## src/rtl/temporizador_pkg.sv

```systemverilog
// Shared types and helpers for the multi-channel timer.
package temporizador_pkg;

    typedef enum logic [1:0] {
        IDLE = 2'b00,
        RUN  = 2'b01,
        HOLD = 2'b10
    } state_t;

    // Bits needed to hold values 0..n-1 (at least 1).
    function automatic int unsigned clog2(input int unsigned n);
        int unsigned r;
        r = 1;
        for (int i = 0; i < 32; i++) begin
            if (((n - 1) >> i) != 0) begin
                r = i + 1;
            end
        end
        return r;
    endfunction

endpackage

```

## src/rtl/temporizador_multi_tick_gen.sv

```systemverilog
// Free-running prescaler producing a one-cycle tick every PRESCALE cycles.
module tick_gen
    import temporizador_pkg::*;
#(
    parameter int unsigned PRESCALE = 100000000
) (
    input  logic clk_100MHz,
    input  logic rst_n,
    output logic tick
);

    localparam int unsigned PW = clog2(PRESCALE);
    localparam logic [PW-1:0] LAST     = PW'(PRESCALE - 1);
    localparam logic [PW-1:0] PRE_LAST = PW'(PRESCALE - 2);

    logic [PW-1:0] presc;

    // tick is registered one cycle ahead so it is high while presc sits at LAST
    always_ff @(posedge clk_100MHz) begin
        if (!rst_n) begin
            presc <= '0;
            tick  <= 1'b0;
        end else begin
            presc <= (presc == LAST) ? '0 : presc + PW'(1);
            tick  <= (presc == PRE_LAST);
        end
    end

endmodule

```

## src/rtl/temporizador_multi.sv

```systemverilog
// Multi-channel down-counting timer sharing one seconds-tick prescaler.
module temporizador_multi
    import temporizador_pkg::*;
#(
    parameter int unsigned CHANNELS = 3,
    parameter int unsigned WIDTH    = 8,
    parameter int unsigned PRESCALE = 100000000
) (
    input  logic                      clk_100MHz,
    input  logic                      rst_n,
    input  logic [CHANNELS*WIDTH-1:0] value,
    input  logic [CHANNELS-1:0]       start_timer,
    input  logic [CHANNELS-1:0]       cancel,
    input  logic [CHANNELS-1:0]       pause,
    output logic [CHANNELS-1:0]       t_expired,
    output logic [CHANNELS-1:0]       on,
    output logic [CHANNELS-1:0]       counting,
    output logic [CHANNELS*WIDTH-1:0] counter,
    output logic                      tick
);

    tick_gen #(.PRESCALE(PRESCALE)) u_tick_gen (
        .clk_100MHz (clk_100MHz),
        .rst_n      (rst_n),
        .tick       (tick)
    );

    for (genvar i = 0; i < int'(CHANNELS); i++) begin : g_ch
        state_t           state, state_next;
        logic [WIDTH-1:0] cnt, cnt_next, load;
        logic             exp_q, exp_next, on_q, counting_q;

        assign load = value[i*WIDTH +: WIDTH];

        // Priority: cancel > start_timer > pause > tick
        always_comb begin
            state_next = state;
            cnt_next   = cnt;
            exp_next   = 1'b0;
            if (cancel[i]) begin
                state_next = IDLE;
                cnt_next   = '0;
            end else if (start_timer[i]) begin
                if (load == '0) begin
                    state_next = IDLE;
                    cnt_next   = '0;
                    exp_next   = 1'b1;
                end else begin
                    cnt_next   = load;
                    state_next = pause[i] ? HOLD : RUN;
                end
            end else begin
                case (state)
                    RUN: begin
                        if (pause[i]) begin
                            state_next = HOLD;
                        end else if (tick) begin
                            if (cnt <= WIDTH'(1)) begin
                                state_next = IDLE;
                                cnt_next   = '0;
                                exp_next   = 1'b1;
                            end else begin
                                cnt_next = cnt - WIDTH'(1);
                            end
                        end
                    end
                    HOLD: begin
                        if (!pause[i]) begin
                            state_next = RUN;
                        end
                    end
                    default: begin
                        state_next = IDLE;
                    end
                endcase
            end
        end

        always_ff @(posedge clk_100MHz) begin
            if (!rst_n) begin
                state      <= IDLE;
                cnt        <= '0;
                exp_q      <= 1'b0;
                on_q       <= 1'b0;
                counting_q <= 1'b0;
            end else begin
                state      <= state_next;
                cnt        <= cnt_next;
                exp_q      <= exp_next;
                on_q       <= (state_next != IDLE);
                counting_q <= (state_next == RUN);
            end
        end

        assign t_expired[i]                = exp_q;
        assign on[i]                       = on_q;
        assign counting[i]                 = counting_q;
        assign counter[i*WIDTH +: WIDTH]   = cnt;
    end

endmodule

```

## config.mk

```make
export PLATFORM = sky130hd
export DESIGN_NAME = temporizador_multi
export DESIGN_NICKNAME = d
export VERILOG_FILES = /design/src/rtl/temporizador_pkg.sv /design/src/rtl/temporizador_multi_tick_gen.sv /design/src/rtl/temporizador_multi.sv
export SDC_FILE = /design/constraint.sdc
export NUM_CORES = 1
export LEC_CHECK = 0
export ABC_AREA = 1
export BUFFER_PORTS_ARGS = -buffer_cell sky130_fd_sc_hd__buf_4
export CAP_MARGIN = 20
export CORE_MARGIN = 5
export CORE_UTILIZATION = 45
export CTS_CLUSTER_DIAMETER = 150
export DETAILED_ROUTE_END_ITERATION = 8
export PLACE_DENSITY = 0.66
export SETUP_SLACK_MARGIN = 0.15
export SYNTH_ARGS = -nofsm -noshare
export SYNTH_HDL_FRONTEND = slang
export SYNTH_SLANG_ARGS = --single-unit
```

## constraint.sdc

```tcl
create_clock -name clk_100MHz -period 1.9 [get_ports clk_100MHz]
set_input_delay 0.095 -clock clk_100MHz [delete_from_list [all_inputs] [get_ports clk_100MHz]]
set_output_delay 0.095 -clock clk_100MHz [all_outputs]
set_load 0.005 [all_outputs]
```

==> impl_metrics.yaml <==
clocking:
  cts_sinks: 67
  insertion_delay_ps: 340
  cts_buffers: 9
  root_buffer: "clkbuf_8"
  cts_tree: "yes"
  clk_pin_slew_ps: 70
  h-tree-depth: 3
  cts_buffer_depth: 2
final_layout:
  synthToLayoutAreaGrowth_pct: 19.0
  final_layout_size_suffix_gt1_share_pct: 15.2
  n_fill_cell: 900
  antenna_cells: 0
  nNetsFinal: 749
  fin_area_mm2: 0.00480
place:
  dpl.hpwl_mm: 7.37
  place_congestion: 0.879
  place_area_mm2: 0.00457
  io_buffers: 68
setup_path:
  slowest_delay_ps: 400
  crit_type: "reg2reg"
  slowest_stage: "dfxtp_1"
  setup.worst_path.start_class: "flip-flop"
  cp.required_ps: 2120
  critPathCaptureType: "flip-flop"
  crit_chain: "nand2_1 > nor2_1 > inv_1 > nor3_1 > nand2_2 > nand2_4 > a21oi_1"
  arrival_ps: 1830
  cp_max_fo: 13
synth:
  ys.warnings.count: 0
  yosys.area_share.simple_pct: 37.4
  synth_top_family_by_area: "simple AND/OR/NAND/NOR gates"
  synth.largest_area_cell: "dfxtp_1"
  netlist_top_cells_area: "dfxtp_1 33%, nand2_1 16%, inv_1 8.6%, nor2_1 7.5%, a21oi_1 6.1%"
  synth_mux_area_share_pct: 0
  syn_area_per_cell_um2: 6.37
  synth_compound_area_share_pct: 9.47
  synth_seq_cells: 67
  synth_top_area_share_pct: 33.3
  syn_inst: 633
  synth_cell_types: 30
  synthXorXnorAreaFrac_pct: 4.13
  ys_seq_area_share_pct: 33.3
  syn-num-nets: 682
  yosys.area_share.adder_pct: 4.35
  synth_area_mm2: 0.00403
global_route:
  grt_pass1_wl_mm: 16.2
  grt_pass1_vias: 3668
  grt-ovfl-total: 0
  grt_usage_pct: 17.3
  grt_busiest_layer: "met2"
  met1_usage_pct: 22.5
  grt_start_max_net_pins: 28
  grtUsageMet2_pct: 27.9
  antenna_found_initial: 0
  met3_usage_pct: 5.18
timing:
  period_minus_slack_ps: 1610
  final.period_utilization_pct: 84.8
  rsz0062_at_grt: "false"
  final.setup.tns_ps: 0
  relSlewSlack_pct: 73.3
  fin_worst_skew_ps: 8.44
  hold_viol_final: 0
  setup_violations: 0
  fmax_mhz: 621
  drv_slew: 0
  tightest_slew_ps: 398
detailed_routing:
  drt-pass1-iter-count: 4
  initialDrtViolationCount: 170
  drc_errors: 0
  wire_per_inst_um: 11.9
  dr_total_vias: 4000
  viasPerCell: 4.94
  ant_nets: 0
  routed_wl_mm: 9.61
floorplanning:
  pin_count: 69
  die-area_mm2: 0.0110
  die_x_um: 105
  rows: 34
  die_h_um: 105
  start_util_pct: 46.2
  core_mm2: 0.00872
power_and_ir_drop:
  leakagePower_nw: 2.13
  ir_drop_v: 0.000360
  power_density_mw_per_mm2: 601
min_path:
  hold_class: "in2reg"
run_status:
  status: "complete, no violations"
flow_run:
  drv_cap: 0
-- worst max-delay path: cells and delay by family (launching register included) --
family / cells / cell delay (ps)
buffers and inverters: 1 / 70
AND/OR/NAND/NOR: 5 / 950
flip-flops: 1 / 400
AO/OA/AOI/OAI: 1 / 60
-- through the flow --
step | std cells | util [%] | hold WS (ps) | worst slack, ps | total power [W]
2_1_floorplan | 633 | - | 212 | 393 | 0.00177
5_1_grt | 810 | 55.0 | 8.99 | 141 | 0.00304
3_3_place_gp | 793 | 52.4 | 332 | 252 | 0.00192
6_report | 810 | 55.0 | 17.3 | 290 | 0.00288
4_1_cts | 807 | 54.2 | 2.38 | 195 | 0.00292
3_5_place_dp | 793 | 52.4 | 328 | 203 | 0.00192
-- state kept, by name, indices dropped and copies added, names as in the netlist --
register and flops:
g_ch.state 6, g_ch.exp_q 3, g_ch.counting_q 3, g_ch.cnt 24, g_ch.on_q 3, u_tick_gen.tick 1, u_tick_gen.presc 27
-- worst paths after layout --
check | startpoint | end | cells after the start | slack [ps]
min reg2reg | u_tick_gen.presc[25]$_SDFF_PP0_ | u_tick_gen.presc[25]$_SDFF_PP0_ | 2 | 460
min | value[5] | g_ch[0].cnt[5]$_SDFFE_PP0P_ | 3 | 20
max reg2reg | u_tick_gen.presc[20]$_SDFF_PP0_ | u_tick_gen.presc[14]$_SDFF_PP0_ | 7 | 290
max | u_tick_gen.presc[20]$_SDFF_PP0_ | u_tick_gen.presc[14]$_SDFF_PP0_ | 7 | 290
-- layout by cell type (no fill, tap or decap), types with 5 or more instances in the layout --
master    instances
nor3_1           23
nand2_2           6
nor2_2            5
inv_1            91
nand2_1         169
a21oi_1          49
buf_4            69
nand3_1          45
nor2_1           77
xor2_1           16
o21ai_0          16
nand4_1           6
ha_1             13
clkbuf_8         10
dfxtp_1          65
-- report_power, final --
group	leakage, nW	internal (W)	total (W)	switching, W
sequential	0.545	0.00144	0.00147	0.0000304
clock	0.0754	0.000489	0.000976	0.000487
combinational	1.51	0.000187	0.000436	0.000249
-- cell families (layout without fill, tap and decap cells) --
family | count (synthesis) | in the layout
adders and majority gates | 14 | 14
AOI/OAI and AO/OA | 73 | 73
xor gates and xnor gates | 19 | 19
buffers and inverters | 109 | 177
DFF | 67 | 67
and+or+nand+nor | 351 | 352
-- cell usage after synthesis --
| cell type | count |
|---|---|
| inv_1 | 92 |
| inv_2 | 1 |
| buf_4 | 9 |
| xor2_1 | 16 |
| nand3b_1 | 3 |
| nand4_1 | 6 |
| xnor2_1 | 3 |
| nor2_1 | 81 |
| or2_0 | 4 |
| buf_6 | 2 |
| o21ai_0 | 16 |
| ha_1 | 14 |
| or2_2 | 3 |
| nor2_2 | 3 |
| nand2_4 | 2 |
| buf_2 | 2 |
| nor3_2 | 3 |
| or3_1 | 1 |
| nand2_2 | 2 |
| nand3_1 | 45 |
| a21oi_1 | 49 |
| a22oi_1 | 1 |
| dfxtp_1 | 67 |
| nor2_4 | 1 |
| o22ai_1 | 3 |
| o21a_1 | 4 |
| nor3b_1 | 1 |
| nand2_1 | 173 |
| nor3_1 | 23 |
| clkbuf_1 | 3 |
-- timing repair --
| action | in CTS | in global routing |
|---|---|---|
| setup endpoints to repair | 0 | 46 |
| endpoints found under the hold margin | 1 | 1 |
| hold buffers | 1 | 1 |
| resized for setup | 0 | 15 |
| buffers inserted | 0 | 1 |
-- cell type report --
class	instances	area, um2	area share, %
timing repair buffer	71	538	11.2
clock buffer	13	149	3.10
multi-input combinational	458	2280	47.6
tap	108	135	2.82
inverter	93	349	7.28
sequential	67	1340	28.0
-- metal layers --
layer  up-vias  share of wire [%]
met2       111                 45
li1       2117                  -
met3        10                6.6
met4         0               0.94
met1      1762                 48
met5         -                  0
No activity file was read; power rests on OpenSTA's default activity.
